$ cat src/rtl/codificador_8a3_secuencial_if.sv
// ---------------------------------------------------------------------------
// codificador_8a3_secuencial_if
//   Bus bundle for the registered 8-to-3 priority encoder.
//   Signals:
//     req_in     [7:0]  request lines; each set bit marks that line pending
//     clear             synchronous flush of pending requests and the output
//     ready             consumer can take code_out this cycle
//     code_out   [2:0]  encoded index of the presented request
//     valid             code_out holds a pending request
//     pending    [7:0]  registered pending-request mask
//     pend_count [3:0]  popcount of pending (0..8)
//     dup_err           sticky: a request hit a line that was already pending
//     state_dbg         encoder FSM state (0 = IDLE, 1 = PRESENT)
//
//   Handshake: a code is transferred at a rising clock edge where
//   valid && ready. While valid is high and ready is low, code_out is held
//   stable and valid stays high. valid never depends on ready
//   combinationally.
// ---------------------------------------------------------------------------
interface codificador_8a3_secuencial_if;
  logic [7:0] req_in;
  logic       clear;
  logic       ready;
  logic [2:0] code_out;
  logic       valid;
  logic [7:0] pending;
  logic [3:0] pend_count;
  logic       dup_err;
  logic       state_dbg;

  // The block that produces requests and consumes codes.
  modport master (
    output req_in, clear, ready,
    input  code_out, valid, pending, pend_count, dup_err, state_dbg
  );

  // The encoder itself.
  modport slave (
    input  req_in, clear, ready,
    output code_out, valid, pending, pend_count, dup_err, state_dbg
  );
endinterface

$ cat src/rtl/codificador_8a3_secuencial.sv
// ---------------------------------------------------------------------------
// codificador_8a3_secuencial
//   Registered 8-to-3 priority encoder with request latching. Request pulses
//   are accumulated into a pending mask; one 3-bit code per pending line is
//   presented on a valid/ready output, highest priority first, and the line
//   is retired when its code is accepted.
//
//   Parameters:
//     PRIORITY_HIGH  1: bit 7 has the highest priority; 0: bit 0 does.
//   Ports:
//     clk    in   rising-edge clock
//     rst_n  in   asynchronous reset, active low
//     bus    slave modport of codificador_8a3_secuencial_if
//            (req_in, clear, ready in; code_out, valid, pending,
//             pend_count, dup_err, state_dbg out)
// ---------------------------------------------------------------------------
module codificador_8a3_secuencial #(
  parameter bit PRIORITY_HIGH = 1'b1
) (
  input  logic                           clk,
  input  logic                           rst_n,
  codificador_8a3_secuencial_if.slave    bus
);

  typedef enum logic {
    S_IDLE    = 1'b0,
    S_PRESENT = 1'b1
  } state_t;

  state_t     r_state;
  state_t     w_state_nxt;
  logic [2:0] r_code;
  logic [2:0] w_code_nxt;
  logic [7:0] r_pending;
  logic [7:0] w_pending_nxt;
  logic       r_dup_err;
  logic       w_dup_err_nxt;
  logic       w_ack;
  logic [7:0] w_ack_mask;
  logic [7:0] w_rem;
  logic [3:0] w_count;

  // Index of the highest-priority set bit of a mask (0 when the mask is 0;
  // callers only use the result for a non-zero mask).
  function automatic logic [2:0] f_pick(input logic [7:0] mask);
    logic [2:0] idx;
    idx = 3'd0;
    if (PRIORITY_HIGH) begin
      for (int i = 0; i < 8; i++) begin
        if (mask[i]) idx = 3'(i);
      end
    end else begin
      for (int i = 7; i >= 0; i--) begin
        if (mask[i]) idx = 3'(i);
      end
    end
    return idx;
  endfunction

  // A code is retired in the cycle it is accepted; rem is what is left of
  // the registered mask once that line is removed.
  assign w_ack      = (r_state == S_PRESENT) && bus.ready;
  assign w_ack_mask = w_ack ? (8'd1 << r_code) : 8'd0;
  assign w_rem      = r_pending & ~w_ack_mask;

  // A request landing on the line being acknowledged re-arms it without
  // counting as a duplicate, because the old instance has just left.
  always_comb begin
    w_pending_nxt = w_rem | bus.req_in;
    w_dup_err_nxt = r_dup_err | (|(bus.req_in & w_rem));
    if (bus.clear) begin
      w_pending_nxt = 8'd0;
      w_dup_err_nxt = 1'b0;
    end
  end

  // Next state / code. No preemption: while presenting, code_out only moves
  // on a handshake. New requests from the handshake cycle are not in rem,
  // so they are considered one cycle later.
  always_comb begin
    w_state_nxt = r_state;
    w_code_nxt  = r_code;
    if (bus.clear) begin
      w_state_nxt = S_IDLE;
    end else begin
      case (r_state)
        S_IDLE: begin
          if (r_pending != 8'd0) begin
            w_code_nxt  = f_pick(r_pending);
            w_state_nxt = S_PRESENT;
          end
        end
        S_PRESENT: begin
          if (w_ack) begin
            if (w_rem != 8'd0) begin
              w_code_nxt = f_pick(w_rem);
            end else begin
              w_state_nxt = S_IDLE;
            end
          end
        end
        default: w_state_nxt = S_IDLE;
      endcase
    end
  end

  always_ff @(posedge clk or negedge rst_n) begin
    if (!rst_n) begin
      r_state   <= S_IDLE;
      r_code    <= 3'd0;
      r_pending <= 8'd0;
      r_dup_err <= 1'b0;
    end else begin
      r_state   <= w_state_nxt;
      r_code    <= w_code_nxt;
      r_pending <= w_pending_nxt;
      r_dup_err <= w_dup_err_nxt;
    end
  end

  always_comb begin
    w_count = 4'd0;
    for (int i = 0; i < 8; i++) begin
      w_count = w_count + 4'(r_pending[i]);
    end
  end

  // valid is exactly "in PRESENT", so it is registered by construction.
  assign bus.valid      = (r_state == S_PRESENT);
  assign bus.code_out   = r_code;
  assign bus.pending    = r_pending;
  assign bus.pend_count = w_count;
  assign bus.dup_err    = r_dup_err;
  assign bus.state_dbg  = r_state;

endmodule

$ cat src/flat_wrapper.sv
// flat-port wrapper written by rule: the top's interface ports become plain ports
module codificador_8a3_secuencial_flat 
#(
  parameter bit PRIORITY_HIGH = 1'b1
)
  (clk, rst_n, bus_req_in, bus_clear, bus_ready, bus_code_out, bus_valid, bus_pending, bus_pend_count, bus_dup_err, bus_state_dbg);
  codificador_8a3_secuencial_if bus_i ();
  input  logic clk;
  input  logic rst_n;
  input wire logic [$bits(bus_i.req_in)-1:0] bus_req_in;
  input wire logic [$bits(bus_i.clear)-1:0] bus_clear;
  input wire logic [$bits(bus_i.ready)-1:0] bus_ready;
  output wire logic [$bits(bus_i.code_out)-1:0] bus_code_out;
  output wire logic [$bits(bus_i.valid)-1:0] bus_valid;
  output wire logic [$bits(bus_i.pending)-1:0] bus_pending;
  output wire logic [$bits(bus_i.pend_count)-1:0] bus_pend_count;
  output wire logic [$bits(bus_i.dup_err)-1:0] bus_dup_err;
  output wire logic [$bits(bus_i.state_dbg)-1:0] bus_state_dbg;
  assign bus_i.req_in = bus_req_in;
  assign bus_i.clear = bus_clear;
  assign bus_i.ready = bus_ready;
  assign bus_code_out = bus_i.code_out;
  assign bus_valid = bus_i.valid;
  assign bus_pending = bus_i.pending;
  assign bus_pend_count = bus_i.pend_count;
  assign bus_dup_err = bus_i.dup_err;
  assign bus_state_dbg = bus_i.state_dbg;
  codificador_8a3_secuencial #(.PRIORITY_HIGH(PRIORITY_HIGH)) u_core (.clk(clk), .rst_n(rst_n), .bus(bus_i));
endmodule
$ cat config.mk
export PLATFORM = sky130hd
export DESIGN_NAME = codificador_8a3_secuencial_flat
export DESIGN_NICKNAME = d
export VERILOG_FILES = /design/src/rtl/codificador_8a3_secuencial_if.sv /design/src/rtl/codificador_8a3_secuencial.sv /design/src/flat_wrapper.sv
export SDC_FILE = /design/constraint.sdc
export NUM_CORES = 1
export LEC_CHECK = 0
export CAP_MARGIN = 20
export CORE_ASPECT_RATIO = 1.1
export CORE_UTILIZATION = 30
export CTS_BUF_LIST = sky130_fd_sc_hd__clkbuf_8
export CTS_CLUSTER_SIZE = 24
export DETAILED_ROUTE_END_ITERATION = 12
export GPL_ROUTABILITY_DRIVEN = 0
export GPL_TIMING_DRIVEN = 0
export PLACE_DENSITY_LB_ADDON = 0.15
export SLEW_MARGIN = 20
export SYNTH_ARGS = -nofsm -noshare
export SYNTH_HDL_FRONTEND = slang
export SYNTH_SLANG_ARGS = --single-unit
$ cat constraint.sdc
create_clock -name clk -period 7.05 [get_ports clk]
set_input_delay 1.0575 -clock clk [delete_from_list [all_inputs] [get_ports clk]]
set_output_delay 1.0575 -clock clk [all_outputs]
set_load 0.02 [all_outputs]
==> reports/metrics.cfg, run 1 <==
[logic_synthesis]
yosys_warnings=0
synth_cell_types=39
syn_area_um2=1040
synth_top_area_cell=dfrtp_1
netlist_instances=122
mappedNetlistNets=142
syn_area_per_cell_um2=8.51
yosys-top-cells-area=dfrtp_1 (31%), inv_1 (8.0%), fa_1 (7.7%), nor2_1 (5.8%), ha_1 (4.8%)
netlist.area_leader.share=0.313
ys_seq_area_frac=0.313
yosys_register_bits=13

[clock_network]
htreeDepth=1
cts_resized=0
cts_root_buffer=clkbuf_8
clkSinkCount=13
postCtsSetupRepairBufs=0
clockBufferDepth=2
insertion_delay_ns=0.24
clk_pin_slew_ns=0.05
cts_tree=yes
holdBufCountCts=0
numCtsBuffers=3

[outcome]
status=finished, final reports clean

[routing]
ant_nets=0
via_per_inst=5.00
drc_errors=0
wl_per_cell_um=13.3
dr.first_iter.drc_count=33
vias=1014
routed_wl_um=2690
dr.pass1.iters=4

[floorplanning]
initial_utilization=0.312
dieArea_um2=3700
fp.coreArea_um2=3330
dieHeight_um=63.7
ioPinCount=30
rows=22
die_w_um=58.1

[critical_path]
cp.arrival_ns=3.64
cp_max_fo=8
r2r-start=u_core.bus.code_out[0]
r2r.worst_path.cells=6
critPathLaunch=u_core.bus.pending[1]
path_class=reg2out
crit_required_ns=5.99
crit_top_cell=fa_1
endpoint_kind=primary output
startpoint_type=flip-flop
slowest_stage=clkdlybuf4s50_1
crit_chain=inv_1 > ha_1 > inv_1 > fa_1 > fa_1 > fa_1 > fa_1 > xnor2_1 > clkdlybuf4s50_1
critical_path.max_stage_delay_ns=0.62

[timing]
whs_ns=0.671
fin_crit_ns=4.69
rsz0062_at_grt=no
post-route-period-util=0.666
hold_violations=0
worstMarginPinSlew_ns=0.559
slew_violations=0
worst_slack_ns=2.36
skew_ns=0.000838
setup_viol=0
slew_headroom=0.626
tns_ns=0
max_freq_ghz=0.213

[grt]
grt_max_degree=14
grt_pass1_vias=990
grt_pass1_wl_um=4490
grt.overflow.total=0
antenna_found_initial=0
track_usage=0.156

[min_path]
hold_path_class=reg2reg
holdPathStages=3
min_from=u_core.bus.dup_err

[placed_design]
io_buffers=29
dp_hpwl_um=2200
dp_cells=199
post-place-ws_ns=2.60

[cells_and_area]
drive_gt1_frac=0.0774
syn_to_final_growth_pct=38.1
nets=176
finalNonFillerCells=203
n_antenna_cell=0

[power]
total_power_uw=304
vdd_drop_max_mv=0.121
p_leak_uw=0.000642
power.density_nw_per_um2=212

[job]
max_cap_violations=0

-- cell usage after synthesis, drive strengths merged --
| cell type | number |
|---|---|
| dfrtp | 13 |
| nand4b | 2 |
| xnor2 | 1 |
| nor2 | 16 |
| nand2 | 5 |
| o22ai | 1 |
| or2 | 1 |
| a22oi | 2 |
| buf | 3 |
| a222oi | 1 |
| inv | 22 |
| clkbuf | 1 |
| a31o | 1 |
| a21oi | 7 |
| mux2i | 2 |
| and4bb | 1 |
| and3b | 1 |
| ha | 4 |
| mux2 | 3 |
| nor2b | 2 |
| nand3 | 2 |
| a2bb2oi | 1 |
| and4b | 2 |
| o211ai | 1 |
| o21a | 2 |
| a31oi | 2 |
| o41ai | 2 |
| o221a | 1 |
| o2111ai | 1 |
| o21ai | 6 |
| nor3b | 1 |
| nand4 | 3 |
| fa | 4 |
| a21o | 2 |
| nor3 | 3 |
-- final cells by class --
cell class	instances	area, um^2
multi-input combinational	83	607
inverter	22	82.6
clock inverter	1	3.75
clock buffer	3	41.3
timing repair buffer	29	290
sequential	13	325
buffer	4	23.8
fill	337	1900
tap	48	60.1
-- final timing paths --
check | to | slack (ns)
max | bus_pend_count[2] | 2.36
min | u_core.bus.dup_err | 0.67
max reg2reg | u_core.bus.code_out[2] | 5.13
min reg2reg | u_core.bus.dup_err | 0.67
max in group asynchronous | u_core.bus.pending[3] | 5.50
min in group asynchronous | u_core.bus.code_out[2] | 1.18
-- layer usage --
metal,track usage,wire [um],vias to the layer above
met5,0,0,-
met4,0.0833,70,0
met3,0.0144,147,9
met2,0.240,1260,32
met1,0.214,1220,486
li1,-,-,487
-- worst max-delay path: cells and delay by family, from the launching register on --
kind,cells,cell delay [ns]
adder cells (fa/ha/maj),5,2.01
buffers and inverters,3,0.75
flip-flops,1,0.50
XOR/XNOR,1,0.15
-- through the flow --
| step | utilization | cell area, um^2 |
|---|---|---|
| 3_5_place_dp | 0.417 | 1390 |
| 3_3_place_gp | 0.417 | 1390 |
| 2_1_floorplan | - | 1040 |
| 4_1_cts | 0.431 | 1430 |
| 6_report | 0.431 | 1430 |
| 5_1_grt | 0.431 | 1430 |
-- flip-flops by register name (all words and copies together) (netlist names) --
| name | count |
|---|---|
| u_core.bus.pending | 8 |
| u_core.bus.code_out | 3 |
| u_core.bus.dup_err | 1 |
| u_core.bus.state_dbg | 1 |
-- cell families (layout without fill, tap and decap cells) --
kind of cell	after synthesis	in the layout	synth area share
XOR/XNOR	1	1	0.00844
AO/OA/AOI/OAI	30	30	0.198
buffers and inverters	26	59	0.102
flip-flops	13	13	0.313
adder cells (fa/ha/maj)	8	8	0.125
multiplexers	5	5	0.0518
AND/OR/NAND/NOR	39	39	0.201
-- where the power goes --
group,total (uW),internal [uW],switching (uW)
logic,144,68.9,74.7
registers,97.5,83.2,14.3
clock network,62.4,38.3,24.2
total,304,190,113
-- layout by cell type, fill, tap and decap left out, types with 3 or more instances in the layout --
master           count
nand2_1              5
a21oi_1              7
nand4_1              3
nor2_1              16
clkbuf_8             3
fa_1                 4
clkdlybuf4s50_1     29
nor3_1               3
o21ai_0              5
inv_1               23
dfrtp_1             13
ha_1                 4
No activity file was read; power rests on OpenSTA's default activity.
==> run 2, diff against run 1 <==
clock period = 4.3 ns   (was 7.05 ns; I/O delays follow)
==> reports/metrics.cfg, run 2 (synthesis results as in run 1) <==
[critical_path]
endpoint_kind=primary output
path_class=reg2out
startpoint_type=flip-flop
cp_max_fo=3
cp.arrival_ns=3.49
crit_required_ns=3.65

[cells_and_area]
utilization=0.432
regArea_um2=327
multi_input_area_um2=607
nets=176
n_antenna_cell=0
layout_commonest_cell=clkdlybuf4s50_1
num-fill-cells=335
syn_to_final_growth_pct=38.4
drive_gt1_frac=0.0839
final_cell_mix=clkdlybuf4s50_1 (28), inv_1 (23), nor2_1 (16), dfrtp_1 (12), a21oi_1 (7)
largest_register_ffs=8

[timing]
post-route-period-util=0.961
tns_ns=0
fin_crit_ns=4.13
slew_headroom=0.626
skew_ns=0.000836
worstMarginPinSlew_ns=0.559
setup_viol=0
hold_violations=0
slew_violations=0
max_freq_ghz=0.242
worst_slack_ns=0.169
rsz0062_at_grt=no

[clock_network]
clockBufferDepth=2
clk_pin_slew_ns=0.05
insertion_delay_ns=0.24
clkSinkCount=13
cts_tree=yes
numCtsBuffers=3
cts_root_buffer=clkbuf_8
htreeDepth=1

[grt]
busiest_layer=met2
grt.overflow.total=0
track_usage=0.156
grt_pass1_wl_um=4490
grt_max_degree=14
met1_usage=0.214
antenna_found_initial=0
use_met3=0.0144
grt_pass1_vias=990
globalRouteMet2Util=0.240

[floorplanning]
dieHeight_um=63.7
initial_utilization=0.312
rows=22
fp.coreArea_um2=3330
die_w_um=58.1
ioPinCount=30
dieArea_um2=3700

[power]
vdd_drop_max_mv=0.198
seq_power_share=0.322
p_sw_uw=185
total_power_uw=497
p_leak_uw=0.000654
p_comb_frac=0.472
clkPwrFrac=0.206
switching_share=0.373
intPower_uw=312
power.density_nw_per_um2=346

[routing]
drc_errors=0
vias=1014
ant_nets=0
dr.pass1.iters=4
routed_wl_um=2700
wl_per_cell_um=13.3
via_per_inst=5.00
dr.first_iter.drc_count=33

[placed_design]
io_buffers=29
dp_hpwl_um=2200
post-place-ws_ns=0.267

[min_path]
hold_path_class=reg2reg

[job]
max_cap_violations=0

[outcome]
status=finished, final reports clean

## run 2: layout make-up
type	instances	share of cell area
Multi-Input combinational cell	83	0.422
Sequential cell	13	0.227
Timing Repair Buffer	29	0.204
Inverter	22	0.0574
Tap cell	48	0.0418
Clock buffer	3	0.0287
Buffer	4	0.0165
Clock inverter	1	0.00261
## run 2: what timing repair did
action	CTS	global route
hold buffers	0	0
pin swaps	0	0
buffers inserted	0	0
setup endpoints to repair	1	1
resized for setup	1	1
## run 2: final timing paths
check,from,end,slack [ns],depth (start not counted)
setup / recovery,u_core.bus.pending[0],bus_pend_count[1],0.17,9
hold / removal,u_core.bus.dup_err,u_core.bus.dup_err,0.67,3
setup reg to reg,u_core.bus.code_out[0],u_core.bus.code_out[2],2.38,6
hold reg to reg,u_core.bus.dup_err,u_core.bus.dup_err,0.67,3
max in group asynchronous,rst_n,u_core.bus.pending[1],3.13,1
min in group asynchronous,rst_n,u_core.bus.code_out[2],0.77,1
## run 2: routing by layer
metal,part of all wire,wire length (um)
met4,0.026,70
met2,0.47,1260
met1,0.45,1220
met3,0.054,147
met5,0,0
## run 2: stage by stage
step | instances | hold WS, ns | instance area (um^2)
finish | 203 | 0.671 | 1440
global route | 203 | 0.720 | 1440
floorplan | 122 | 0.349 | 1040
global placement | 199 | 0.662 | 1390
CTS | 203 | 0.680 | 1440
detailed placement | 199 | 0.662 | 1390
## run 2: worst max-delay path, cell delays in order, from the launching register on
cell	delay (ns)
dfrtp_1	0.39
inv_1	0.10
ha_1	0.29
inv_1	0.05
fa_1	0.49
fa_1	0.42
fa_1	0.42
fa_1	0.44
inv_1	0.06
clkdlybuf4s50_1	0.59
## run 2: power by group through the flow
stage	Clock (uW)	Sequential, uW	Combinational, uW
floorplan	0	172	125
global placement	0	161	235
detailed placement	0	162	237
CTS	106	160	238
global route	112	164	257
finish	102	160	235
==> run 3, diff against run 2 <==
clock period = 4 ns   (was 4.3 ns; I/O delays follow)
==> reports/metrics.cfg, run 3 (synthesis results as in run 1) <==
[grt]
track_usage=0.157
grt_max_degree=14
use_met3=0.0144
busiest_layer=met2
antenna_found_initial=0
globalRouteMet2Util=0.243
grt_pass1_wl_um=4510
grt_pass1_vias=1002
met1_usage=0.214
grt.overflow.total=0

[job]
max_cap_violations=0

[floorplanning]
die_w_um=58.1
ioPinCount=30
fp.coreArea_um2=3330
rows=22
dieArea_um2=3700
dieHeight_um=63.7
initial_utilization=0.312

[cells_and_area]
final_cell_mix=clkdlybuf4s50_1 (27), inv_1 (23), nor2_1 (16), dfrtp_1 (12), a21oi_1 (7)
num-fill-cells=337
syn_to_final_growth_pct=37.6
nets=176
drive_gt1_frac=0.0903
largest_register_ffs=8
multi_input_area_um2=607
utilization=0.429
regArea_um2=327
n_antenna_cell=0
layout_commonest_cell=clkdlybuf4s50_1

[routing]
drc_errors=0
dr.first_iter.drc_count=33
vias=1014
dr.pass1.iters=4
ant_nets=0
wl_per_cell_um=13.3
via_per_inst=5.00
routed_wl_um=2700

[timing]
rsz0062_at_grt=no
slew_headroom=0.626
max_freq_ghz=0.260
skew_ns=0.000836
fin_crit_ns=3.84
hold_violations=0
worstMarginPinSlew_ns=0.559
post-route-period-util=0.960
tns_ns=0
setup_viol=0
slew_violations=0
worst_slack_ns=0.160

[critical_path]
crit_required_ns=3.40
path_class=reg2out
endpoint_kind=primary output
cp.arrival_ns=3.24
cp_max_fo=3
startpoint_type=flip-flop

[placed_design]
io_buffers=29
dp_hpwl_um=2200
post-place-ws_ns=0.0121

[power]
power.density_nw_per_um2=369
p_leak_uw=0.000643
vdd_drop_max_mv=0.212
total_power_uw=527

[clock_network]
insertion_delay_ns=0.24
clockBufferDepth=2
htreeDepth=1
clkSinkCount=13
clk_pin_slew_ns=0.05
postCtsSetupRepairBufs=0
cts_root_buffer=clkbuf_8
numCtsBuffers=3
cts_tree=yes

[outcome]
status=finished, final reports clean

[min_path]
hold_path_class=reg2reg

==> run 3: changes by cell type in the layout (fill, tap and decap cells not counted), sizes merged <==
| cell | previous run | this run |
|---|---|---|
| clkbuf | 4 | 5 |
| clkdlybuf4s50 | 28 | 27 |
| dlygate4sd2 | 0 | 1 |
| dlymetal6s2s | 1 | 0 |
==> run 3: final cells by class <==
cell class	instances	share of cell area
Clock inverter	1	0.00263
Multi-Input combinational cell	83	0.425
Inverter	22	0.0578
Clock buffer	3	0.0289
Timing Repair Buffer	29	0.199
Buffer	4	0.0166
Sequential cell	13	0.229
Tap cell	48	0.0420
==> run 3: report_power, final <==
group	internal [uW]	total (uW)	leakage (uW)	switching [uW]
Sequential	147	172	0.000154	25.2
Clock	67.5	110	0.0000269	42.6
Combinational	114	245	0.000462	131
==> run 3: final timing paths <==
path | to | from | slack (ns) | depth (start not counted)
max reg2reg | u_core.bus.code_out[2] | u_core.bus.code_out[0] | 2.08 | 6
min | u_core.bus.dup_err | u_core.bus.dup_err | 0.67 | 3
min reg2reg | u_core.bus.dup_err | u_core.bus.dup_err | 0.67 | 3
min in group asynchronous | u_core.bus.code_out[2] | rst_n | 0.72 | 1
max in group asynchronous | u_core.bus.pending[1] | rst_n | 2.88 | 1
max | bus_pend_count[3] | u_core.bus.pending[0] | 0.16 | 9
==> run 3: metrics by stage <==
step / instances / cell area (um^2) / hold WS [ns]
3_3_place_gp: 199 / 1390 / 0.662
4_1_cts: 203 / 1430 / 0.680
2_1_floorplan: 122 / 1040 / 0.304
5_1_grt: 203 / 1430 / 0.720
3_5_place_dp: 199 / 1390 / 0.662
6_report: 203 / 1430 / 0.671
==> run 3: layer usage <==
metal	vias to the layer above	wire length (um)
met3	9	147
met4	0	70
li1	487	-
met2	32	1260
met1	486	1220
met5	-	0
==> run 3: repair_timing <==
action / CTS / global route
hold buffers: 0 / 0
pin swaps: 0 / 0
resized for setup: 3 / 3
endpoints found under the setup margin: 2 / 1
==> run 3: worst max-delay path, cell delays in order (launching register included) <==
cell and delay (ns):
dfrtp_1 0.39, inv_1 0.10, ha_1 0.29, inv_1 0.05, fa_1 0.49, fa_1 0.42, fa_1 0.42, nor2b_1 0.13
o21a_1 0.12, clkdlybuf4s50_1 0.59
